<file path="src/rtl/vga_axil_pkg.sv">
// Shared AXI4-Lite types for the VGA register file.
// Response codes, bus word types and FSM states.
package vga_axil_pkg;

  typedef enum logic [1:0] {
    OKAY   = 2'b00,
    EXOKAY = 2'b01,
    SLVERR = 2'b10,
    DECERR = 2'b11
  } axil_resp_e;

  typedef logic [1:0]  axil_resp_t;
  typedef logic [31:0] axil_addr_t;
  typedef logic [31:0] axil_data_t;

  typedef enum logic {
    W_IDLE,
    W_RESP
  } wr_state_e;

  typedef enum logic {
    R_IDLE,
    R_RESP
  } rd_state_e;

endpackage

</file>
<file path="src/rtl/vga_axil_strb_merge.sv">
// Byte-lane merge: lanes with a set strobe take wdata,
// the rest keep the old register value.
module vga_axil_strb_merge #(
  parameter int DATA_W = 32
) (
  input  logic [DATA_W-1:0]   old_data,
  input  logic [DATA_W-1:0]   wdata,
  input  logic [DATA_W/8-1:0] wstrb,
  output logic [DATA_W-1:0]   new_data
);

  always_comb begin
    new_data = old_data;
    for (int b = 0; b < DATA_W / 8; b++) begin
      if (wstrb[b]) new_data[b*8 +: 8] = wdata[b*8 +: 8];
    end
  end

endmodule

</file>
<file path="src/rtl/vga_axil_regfile.sv">
// AXI4-Lite slave register file for VGA timing/pixel config.
// Define VGA_AXIL_SLVERR_EN to answer bad accesses with SLVERR.
module vga_axil_regfile
  import vga_axil_pkg::*;
#(
  parameter int                ADDR_W  = 32,
  parameter int                DATA_W  = 32,
  parameter int                N_REGS  = 16,
  parameter logic [N_REGS-1:0] RO_MASK = '0,
  parameter logic [DATA_W-1:0] RST_VAL = '0
) (
  input  logic                           clk,
  input  logic                           arst_n,
  input  logic [ADDR_W-1:0]              awaddr,
  input  logic                           awvalid,
  output logic                           awready,
  input  logic [DATA_W-1:0]              wdata,
  input  logic [DATA_W/8-1:0]            wstrb,
  input  logic                           wvalid,
  output logic                           wready,
  output axil_resp_t                     bresp,
  output logic                           bvalid,
  input  logic                           bready,
  input  logic [ADDR_W-1:0]              araddr,
  input  logic                           arvalid,
  output logic                           arready,
  output logic [DATA_W-1:0]              rdata,
  output axil_resp_t                     rresp,
  output logic                           rvalid,
  input  logic                           rready,
  output logic [N_REGS-1:0][DATA_W-1:0]  regs_o,
  output logic [N_REGS-1:0]              wr_pulse,
  input  logic [N_REGS-1:0][DATA_W-1:0]  regs_i
);

  localparam int STRB_W = DATA_W / 8;
  localparam int LSB    = $clog2(STRB_W);
  localparam int IDX_W  = ADDR_W - LSB;
  localparam int SEL_W  = (N_REGS > 1) ? $clog2(N_REGS) : 1;

  localparam axil_resp_t RESP_OK = OKAY;
`ifdef VGA_AXIL_SLVERR_EN
  localparam axil_resp_t RESP_ERR = SLVERR;
`else
  localparam axil_resp_t RESP_ERR = OKAY;
`endif

  wr_state_e w_st_q, w_st_n;
  rd_state_e r_st_q, r_st_n;

  logic              aw_got_q, aw_got_n;
  logic              w_got_q, w_got_n;
  logic [IDX_W-1:0]  aw_idx_q, aw_idx_n;
  logic [DATA_W-1:0] wd_q, wd_n;
  logic [STRB_W-1:0] ws_q, ws_n;

  logic              awready_n, wready_n, bvalid_n;
  axil_resp_t        bresp_n;
  logic              arready_n, rvalid_n;
  axil_resp_t        rresp_n;
  logic [DATA_W-1:0] rdata_n;

  logic [N_REGS-1:0][DATA_W-1:0] regs_n;
  logic [N_REGS-1:0]             pulse_n;

  logic [SEL_W-1:0]  w_sel, r_sel;
  logic [IDX_W-1:0]  r_idx;
  logic              w_hit, w_ok, r_hit;
  logic [DATA_W-1:0] merged;

  // Byte-offset bits never take part in decode.
  logic unused_lsb;
  assign unused_lsb = ^{awaddr[LSB-1:0], araddr[LSB-1:0]};

  assign w_sel = aw_idx_q[SEL_W-1:0];
  assign w_hit = aw_idx_q < IDX_W'(N_REGS);
  assign w_ok  = w_hit && !RO_MASK[w_sel];

  assign r_idx = araddr[ADDR_W-1:LSB];
  assign r_sel = r_idx[SEL_W-1:0];
  assign r_hit = r_idx < IDX_W'(N_REGS);

  vga_axil_strb_merge #(
    .DATA_W (DATA_W)
  ) u_merge (
    .old_data (regs_o[w_sel]),
    .wdata    (wd_q),
    .wstrb    (ws_q),
    .new_data (merged)
  );

  always_comb begin
    w_st_n    = w_st_q;
    aw_got_n  = aw_got_q;
    w_got_n   = w_got_q;
    aw_idx_n  = aw_idx_q;
    wd_n      = wd_q;
    ws_n      = ws_q;
    awready_n = awready;
    wready_n  = wready;
    bvalid_n  = bvalid;
    bresp_n   = bresp;
    pulse_n   = '0;
    for (int i = 0; i < N_REGS; i++) begin
      regs_n[i] = RO_MASK[i] ? regs_i[i] : regs_o[i];
    end
    unique case (w_st_q)
      W_IDLE: begin
        if (aw_got_q && w_got_q) begin
          for (int i = 0; i < N_REGS; i++) begin
            if (w_ok && w_sel == SEL_W'(i)) begin
              regs_n[i]  = merged;
              pulse_n[i] = 1'b1;
            end
          end
          bvalid_n  = 1'b1;
          bresp_n   = w_ok ? RESP_OK : RESP_ERR;
          aw_got_n  = 1'b0;
          w_got_n   = 1'b0;
          awready_n = 1'b0;
          wready_n  = 1'b0;
          w_st_n    = W_RESP;
        end else begin
          if (awvalid && awready) begin
            aw_got_n = 1'b1;
            aw_idx_n = awaddr[ADDR_W-1:LSB];
          end
          if (wvalid && wready) begin
            w_got_n = 1'b1;
            wd_n    = wdata;
            ws_n    = wstrb;
          end
          awready_n = !aw_got_n;
          wready_n  = !w_got_n;
        end
      end
      W_RESP: begin
        if (bvalid && bready) begin
          bvalid_n  = 1'b0;
          bresp_n   = RESP_OK;
          awready_n = 1'b1;
          wready_n  = 1'b1;
          w_st_n    = W_IDLE;
        end
      end
      default: w_st_n = W_IDLE;
    endcase
  end

  // Reads see regs_o before any same-edge commit.
  always_comb begin
    r_st_n    = r_st_q;
    arready_n = arready;
    rvalid_n  = rvalid;
    rdata_n   = rdata;
    rresp_n   = rresp;
    unique case (r_st_q)
      R_IDLE: begin
        arready_n = 1'b1;
        if (arvalid && arready) begin
          arready_n = 1'b0;
          rvalid_n  = 1'b1;
          rresp_n   = r_hit ? RESP_OK : RESP_ERR;
          rdata_n   = '0;
          if (r_hit) begin
            rdata_n = RO_MASK[r_sel] ? regs_i[r_sel]
                                     : regs_o[r_sel];
          end
          r_st_n = R_RESP;
        end
      end
      R_RESP: begin
        if (rvalid && rready) begin
          rvalid_n  = 1'b0;
          arready_n = 1'b1;
          r_st_n    = R_IDLE;
        end
      end
      default: r_st_n = R_IDLE;
    endcase
  end

  always_ff @(posedge clk or negedge arst_n) begin
    if (!arst_n) begin
      w_st_q   <= W_IDLE;
      aw_got_q <= 1'b0;
      w_got_q  <= 1'b0;
      aw_idx_q <= '0;
      wd_q     <= '0;
      ws_q     <= '0;
      awready  <= 1'b0;
      wready   <= 1'b0;
      bvalid   <= 1'b0;
      bresp    <= '0;
      wr_pulse <= '0;
      r_st_q   <= R_IDLE;
      arready  <= 1'b0;
      rvalid   <= 1'b0;
      rdata    <= '0;
      rresp    <= '0;
      for (int i = 0; i < N_REGS; i++) begin
        regs_o[i] <= RO_MASK[i] ? '0 : RST_VAL;
      end
    end else begin
      w_st_q   <= w_st_n;
      aw_got_q <= aw_got_n;
      w_got_q  <= w_got_n;
      aw_idx_q <= aw_idx_n;
      wd_q     <= wd_n;
      ws_q     <= ws_n;
      awready  <= awready_n;
      wready   <= wready_n;
      bvalid   <= bvalid_n;
      bresp    <= bresp_n;
      wr_pulse <= pulse_n;
      r_st_q   <= r_st_n;
      arready  <= arready_n;
      rvalid   <= rvalid_n;
      rdata    <= rdata_n;
      rresp    <= rresp_n;
      regs_o   <= regs_n;
    end
  end

endmodule
</file>
<file path="config.mk">
export PLATFORM = sky130hd
export DESIGN_NAME = vga_axil_regfile
export DESIGN_NICKNAME = d
export VERILOG_FILES = /design/src/rtl/vga_axil_pkg.sv /design/src/rtl/vga_axil_strb_merge.sv /design/src/rtl/vga_axil_regfile.sv
export SDC_FILE = /design/constraint.sdc
export NUM_CORES = 1
export LEC_CHECK = 0
export CAP_MARGIN = 20
export CORE_AREA = 2 2 465 467
export DETAILED_ROUTE_END_ITERATION = 10
export DIE_AREA = 0 0 467 469
export HOLD_SLACK_MARGIN = 0.12
export SLEW_MARGIN = 5
export SYNTH_ARGS = -nofsm -noshare
export SYNTH_HDL_FRONTEND = slang
export SYNTH_SLANG_ARGS = --single-unit
</file>
<file path="constraint.sdc">
create_clock -name clk -period 3.7 [get_ports clk]
set_input_delay 0.555 -clock clk [delete_from_list [all_inputs] [get_ports clk]]
set_output_delay 0.555 -clock clk [all_outputs]
set_load 0.1 [all_outputs]
</file>
==> impl_metrics.json <==
{
  "cp-endpoint": "regs_o[374]$_DFFE_PN0P_",
  "r2r-end": "regs_o[374]$_DFFE_PN0P_",
  "drive_gt1_share_pct": 31.64,
  "clock_skew_ns": 0.04473,
  "instances_no_fill": 6323,
  "ff2ff_setup_slack_ns": 0.45,
  "status": "finished, final reports clean",
  "worst_slew_pin_slew_ns": 1.211,
  "final_max_slew_viol_count": 0,
  "dp_slack_ns": 0.4441,
  "min_period_over_period_pct": 87.71,
  "vias_per_cell": 4.588,
  "peakVddDrop_uv": 320.9,
  "post_cts.repair.setup_buffers": 0,
  "mostFrequentLayoutCells": "631 x dfrtp_1, 568 x clkdlybuf4s50_1, 510 x nor2b_1",
  "grt_start_max_net_pins": 115,
  "crit_path_start": "aw_idx_q[3]$_DFFE_PN0P_",
  "critical-path-max-stage-delay_ns": 0.84,
  "route.detailed.drc": 0,
  "dp_hpwl_mm": 128.7,
  "dp.cells": 6165,
  "grt_pass1_wl_mm": 247.2,
  "synth_flop_cell": "dfrtp_1",
  "path_depth": 6,
  "grt.total_usage_pct": 16.09,
  "cts-root-buf": "clkbuf_16",
  "grt_overflow_total": 0,
  "crit_top_cell": "buf_4",
  "synth_area_per_cell_sq_um": 12.00,
  "placed_cell_area_sq_um": 44230,
  "cp_cell_sequence": "buf_4 > nand2b_1 > nor4_2 > buf_4 > nor2b_1 > a31o_2",
  "start_kind": "flip-flop",
  "place.gp.congestion": 0.8495,
  "initial_core_util_pct": 16.17,
  "h-tree-depth": 3,
  "path_max_fanout": 27,
  "die_area_sq_um": 219000,
  "totalWireLength_mm": 182.1,
  "postRouteAntennaNets": 0,
  "cts_sinks": 635,
  "finalWorstSetupSlack_ns": 0.4549,
  "hp-class": "in2async",
  "setup_viol": 0,
  "synthesis.area_sq_um": 34570,
  "num_vias": 29011,
  "r2r-start": "aw_idx_q[3]$_DFFE_PN0P_",
  "leakage_nw": 20.49,
  "cp_data_required_time_ns": 4.26,
  "synth_edf_count": 0,
  "cts_buffer_depth": 3,
  "nets": 4030,
  "max_freq_mhz": 308.2,
  "path_buf_inv": 2,
  "clkTransAtPathRegs_ns": 0.05,
  "powerDensity_nw_per_um2": 504.6,
  "seq_area_frac_synth_pct": 45.97,
  "async_reset_ff_share_pct": 100.0,
  "rows": 170,
  "cp.arrival_ns": 3.81,
  "path_class": "reg2reg",
  "dr.pass1.iters": 6,
  "endpoint_kind": "flip-flop",
  "drt_iter0_drc": 2951,
  "fin_setup_tns_ns": 0,
  "rr_worst_depth": 6,
  "hold_viol": 0,
  "cts_made_buffers": 81,
  "final_area_sq_um": 47080,
  "boundaryPins": 1188,
  "fp.dieW_um": 467,
  "ys_warn_count": 0,
  "coreArea_sq_um": 213800,
  "cts_tree": "done",
  "mostFrequentLayoutCell": "dfrtp_1",
  "grt_pass1_vias": 28703,
  "dieHeight_um": 469,
  "rsz0062_at_grt": "false",
  "drv_cap": 0,
  "ys_types": 46,
  "postSynthCellCount": 2880,
  "synth.ff_latch_count": 635,
  "place.port_buffers": 667,
  "timing.critical_path.slowest_stage_cell": "dfrtp_4",
  "slew_headroom_pct": 19.25,
  "areaGrowthSynthToFinish_pct": 36.21,
  "cp_top_family": "buffers and inverters",
  "routedWlPerCell_um": 28.79,
  "final.min_clock_period_ns": 3.245,
  "clk-insertion-delay-late_ns": 0.71,
  "antenna_found_initial": 19,
  "fillCellCount": 22828
}
-- cell type report --
type	count	area, sq um	area share, %
Antenna cell	11	27.53	0.05846
Clock buffer	119	2434	5.169
Clock inverter	27	384.1	0.8158
Inverter	2	7.507	0.01594
Multi-Input combinational cell	1913	17010	36.13
Sequential cell	635	15910	33.78
Tap cell	2838	3551	7.542
Timing Repair Buffer	778	7761	16.48
-- kinds of logic (layout without fill, tap and decap cells) --
| kind of cell | count (synthesis) | after routing | synth area share [%] |
|---|---|---|---|
| flops | 635 | 635 | 45.97 |
| other cells | 1 | 15 | 0.01085 |
| buf+inv | 335 | 926 | 5.354 |
| simple gates | 772 | 772 | 13.14 |
| compound gates | 718 | 718 | 17.36 |
| mux | 419 | 419 | 18.16 |
-- per-stage QoR --
stage	power, mW	utilization [%]	hold slack [ns]
detailed placement	15.38	20.69	0.4845
finish	23.76	22.03	0.3694
CTS	23.99	22.01	0.3447
global route	24.71	22.01	0.3532
global placement	15.33	20.69	0.4795
floorplan	12.52	-	0.2594
-- worst min-delay path by stage --
stage                              end  cells after the start
2_1_floorplan      arready$_DFFE_PN0P_                      0
3_3_place_gp      wd_q[14]$_DFFE_PN0P_                      1
3_5_place_dp      wd_q[30]$_DFFE_PN0P_                      1
4_1_cts        regs_o[213]$_DFFE_PN0P_                      2
5_1_grt        regs_o[213]$_DFFE_PN0P_                      2
6_report       regs_o[213]$_DFFE_PN0P_                      2
-- sequential cells by signal, summed over array words and instances, names as in the netlist, 4 cells and up --
signal	cells
ws_q	4
regs_o	512
wd_q	32
aw_idx_q	30
rdata	32
wr_pulse	16
-- per-layer routing --
| metal | up-vias | track usage [%] | part of all wire (%) | wire (um) |
|---|---|---|---|---|
| li1 | 11889 | - | - | - |
| met1 | 15089 | 20.12 | 40 | 73200 |
| met2 | 1648 | 24.14 | 44 | 79840 |
| met3 | 379 | 6.579 | 11 | 20920 |
| met4 | 6 | 7.208 | 4.4 | 8065 |
| met5 | - | 0 | 0.022 | 40 |
-- report_power, final --
part	internal, mW	switching (mW)
Clock	5.07	3.42
Sequential	7.37	0.773
Combinational	1.96	5.17
-- cells in the mapped netlist, drive strengths merged, types with 34 or more instances --
library cell / instances / share of area [%]
a31o: 512 / 13
buf: 209 / 3.8
mux2: 66 / 2.2
mux2i: 193 / 5.6
clkbuf: 121 / 1.5
nand2: 104 / 1.1
a22oi: 62 / 1.3
o22ai: 65 / 1.2
mux4: 160 / 10
nand3: 37 / 0.54
nor2b: 513 / 9.3
dfrtp: 635 / 46
nand2b: 34 / 0.62
-- timing repair --
item | in CTS | in global routing
resized for setup | 0 | 0
hold buffers | 1 | 0
hold endpoints to repair | 38 | 0
No activity file was read; power rests on OpenSTA's default activity.
==> patch 1 (same flow settings) <==
Set the parameter `RO_MASK` to 1 (it was '0).
--- a/src/rtl/vga_axil_regfile.sv
+++ b/src/rtl/vga_axil_regfile.sv
@@ -6,7 +6,7 @@
   parameter int                ADDR_W  = 32,
   parameter int                DATA_W  = 32,
   parameter int                N_REGS  = 16,
-  parameter logic [N_REGS-1:0] RO_MASK = '0,
+  parameter logic [N_REGS-1:0] RO_MASK = 1,
   parameter logic [DATA_W-1:0] RST_VAL = '0
 ) (
   input  logic                           clk,
Function: changed (Yosys sat finds a counterexample within 4 cycles, from zero or initial values and one cycle with arst_n low).
==> patch 1 against the original RTL <==
  * Sequential share of layout area rose by 0.99 points
  * Sequential cell count unchanged
  * Die area did not move
  * Design area down 2.9%
  * Worst setup slack improved by 34 ps
  * Combinational power up 21%
  * Utilization down 0.63 points
  * Total power up 4.2%
  * Area after synthesis decreased by 6.5%
  * Synthesized cell count fell by 15%
  * Routed wire length grew 0.82%
  * Critical path type unchanged
  * Critical endpoint is now regs_o[391]
  * Highest routed layer unchanged
==> patch 1: results <==
group,metric,value,unit
outcome,status,"finished clean",
power_and_ir_drop,clkPwrFrac,0.321,
place,portBuffers,699,
grt,grt_max_degree,102,
synthesis,synth_area_leaders,"dfrtp_1, mux4_2, mux2_2",
synthesis,yosys-top-cells-count,"dfrtp_1, a31oi_1, mux2_2, mux2i_1, clkbuf_1",
grt,grt_pass1_vias,28400,
clock_network,tritoncts.num_buffers,78,
final_layout,fill_cells,22700,
critical_path,critPathArrivalTime,3840,ps
place,gp_congestion,0.831,
grt,gr-usage-all-layers,0.161,
drt,drt_iter0_markers,3419,
clock_network,clk_latency,760,ps
final_layout,drive_above_1_share,0.272,
place,dpl_cell_area,0.0431,mm2
grt,antenna_found_initial,27,
final_layout,instances_no_fill,5986,
place,hpwl,130000,um
synthesis,synth_seq_area_share,0.491,
sta,max_freq,311,MHz
power_and_ir_drop,p_seq,8.17,mW
sta,slew_headroom,0.214,
synthesis,synth_cells,2451,
critical_path,ff2ff_path_depth,5,
power_and_ir_drop,switching_share,0.412,
drt,drt_pass1_iterations,5,
power_and_ir_drop,ir_drop,0.533,mV
place,dp.cells,5835,
power_and_ir_drop,sequentialPowerShare,0.330,
final_layout,nets,3697,
drt,num_vias,28800,
critical_path,path_max_fanout,70,
final_layout,final-seq-area,0.0159,mm2
drt,wl,184000,um
hold_path,hold_class,"input port to flip-flop",
synthesis,synth.distinct_cells,40,
-- patch 1: final cells by class --
type | instances | area share
well taps | 2838 | 0.0776
inverters | 1 | 0.0000821
repair buffers | 833 | 0.181
multi-input cells | 1529 | 0.336
diodes | 8 | 0.000438
clock buffers | 112 | 0.0496
flip-flops and latches | 635 | 0.348
clock inverters | 30 | 0.00750
-- patch 1: critical path: stages, from the launching register on --
cell	delay, ps
dfrtp_1	370
nor4_1	700
and4_4	780
buf_4	760
a31oi_1	210
a31oi_1	210
-- patch 1: kinds of logic after synthesis --
logic type             Yosys count  synth area share
AOI/OAI and AO/OA              748             0.171
buffers and inverters          291            0.0404
DFF                            635             0.491
muxes                          642             0.272
other                            1          0.000116
and+or+nand+nor                134            0.0255
-- patch 1: layer usage --
metal / up-vias / GRT usage / wire length, um
met5: - / 0 / 13
met4: 2 / 0.0736 / 8600
met3: 405 / 0.0512 / 19100
met2: 2207 / 0.245 / 80800
met1: 15000 / 0.206 / 75100
li1: 11200 / - / -
==> patch 2 (config.mk and constraints unchanged) <==
Without the edit above. Make the reset (`arst_n`) synchronous in one clocked block.
--- a/src/rtl/vga_axil_regfile.sv
+++ b/src/rtl/vga_axil_regfile.sv
@@ -180,7 +180,7 @@
     endcase
   end
 
-  always_ff @(posedge clk or negedge arst_n) begin
+  always_ff @(posedge clk) begin
     if (!arst_n) begin
       w_st_q   <= W_IDLE;
       aw_got_q <= 1'b0;
Function: differs if arst_n is asserted again (counterexample within 4 cycles, from zero or initial values and one cycle with arst_n low); with arst_n held inactive, the same outputs for 4 cycles.
==> patch 2 against the original RTL <==
  * Area after synthesis shrank 17%
  * Cell count increased by 1.4%
  * Sequential cell count did not move
  * Design area shrank 12%
  * Worst hold slack better by 9.4 ps
  * Routed wire length grew 14%
  * Worst setup slack got worse by 190 ps
  * Maximum frequency down 5.4%
  * Global-route usage increased by 2.0 points
  * Sequential share of layout area decreased by 2.9 points
Power is not compared: it rests on default switching activity, and its combinational part moved more than twofold at a synthesized area within 25%.
==> patch 2: results <==
group,metric,value,unit
synthesis,async_reset_ff_frac,0,
synthesis,syn_area_per_cell,9.75,um2
sta,clock_skew,51.5,ps
critical_path,critPathSlowestCell,"dfxtp_4",
hold_path,hold_class,"input port to flip-flop",
synthesis,synth-compound-area-share,0.157,
grt,grt_pass1_wl,268000,um
grt,global_route.usage.met2,0.258,
drt,num_vias,30000,
synthesis,synthXorXnorAreaFrac,0,
critical_path,path_max_fanout,24,
synthesis,synth_most_common_cell,"dfxtp_1",
synthesis,synth_area_leaders,"dfxtp_1, mux4_2, nand3_1",
drt,drt_pass1_iterations,8,
drt,met3_length,33000,um
drt,wl_met2,84300,um
grt,grt_pass1_vias,28000,
clock_network,clock-root-buffer,"clkbuf_16",
grt,gr-usage-all-layers,0.181,
drt,drt_iter0_markers,4476,
power_and_ir_drop,p_seq,6.94,mW
place,gp_congestion,0.900,
final_layout,fill_cells,23400,
grt,grt_use_met1,0.225,
sta,slew_headroom,0.225,
final_layout,drive_above_1_share,0.195,
clock_network,tritoncts.num_buffers,76,
critical_path,critPathArrivalTime,3980,ps
place,dpl_cell_area,0.0386,mm2
synthesis,synth_ff_type,"dfxtp_1",
drt,wl_met1,79600,um
power_and_ir_drop,ir_drop,0.314,mV
power_and_ir_drop,power_leakage,13.2,nW
drt,top_layer,"met5",
clock_network,cts_setup_buffers,0,
final_layout,instances_no_fill,6410,
place,hpwl,154000,um
drt,wire_per_inst,32.3,um
place,dp_slack,462,ps
synthesis,synth.area.mux_share,0.205,
power_and_ir_drop,powerComb,1.21,mW
grt,met3_usage,0.0947,
synthesis,yosysWarnings,0,
place,dp.cells,6260,
synthesis,yosys-top-cells-count,"dfxtp_1, nand3_1, o21ai_0, clkbuf_1, mux4_2",
synthesis,synth_seq_area_share,0.443,
outcome,status,"finished clean",
final_layout,nets,4119,
power_and_ir_drop,internal_power,11.8,mW
clock_network,clockBufferDepth,3,
final_layout,utilization,0.193,
grt,grt_max_degree,76,
critical_path,cp_top_family,"compound AO/OA/AOI/OAI gates",
critical_path,critical_path.max_stage_delay,810,ps
grt,antenna_found_initial,45,
-- patch 2: cell count changes after synthesis, moves of 105 or more --
cell / unedited run / this run
nor2b_1: 513 / 6
dfxtp_1: 0 / 635
dfrtp_1: 635 / 0
clkbuf_1: 111 / 218
a31o_2: 495 / 0
mux2i_1: 193 / 77
o21ai_1: 0 / 105
nand3_1: 37 / 543
o21ai_0: 0 / 408
-- patch 2: area by class of cell --
type / count / share of cell area
multi-input combinational: 1962 / 0.356
sequential: 635 / 0.309
timing repair buffer: 799 / 0.183
tap: 2838 / 0.0861
clock buffer: 106 / 0.0525
clock inverter: 29 / 0.00998
inverter: 26 / 0.00249
antenna: 15 / 0.000910
-- patch 2: path summary, 6_finish.rpt --
check | startpoint | end | slack, ps | cells after the start
hold / removal | arst_n | regs_o[450] | 380 | 3
setup reg to reg | aw_idx_q[0] | regs_o[325] | 270 | 6
setup / recovery | aw_idx_q[0] | regs_o[325] | 270 | 6
hold reg to reg | aw_idx_q[18] | aw_idx_q[18] | 450 | 2
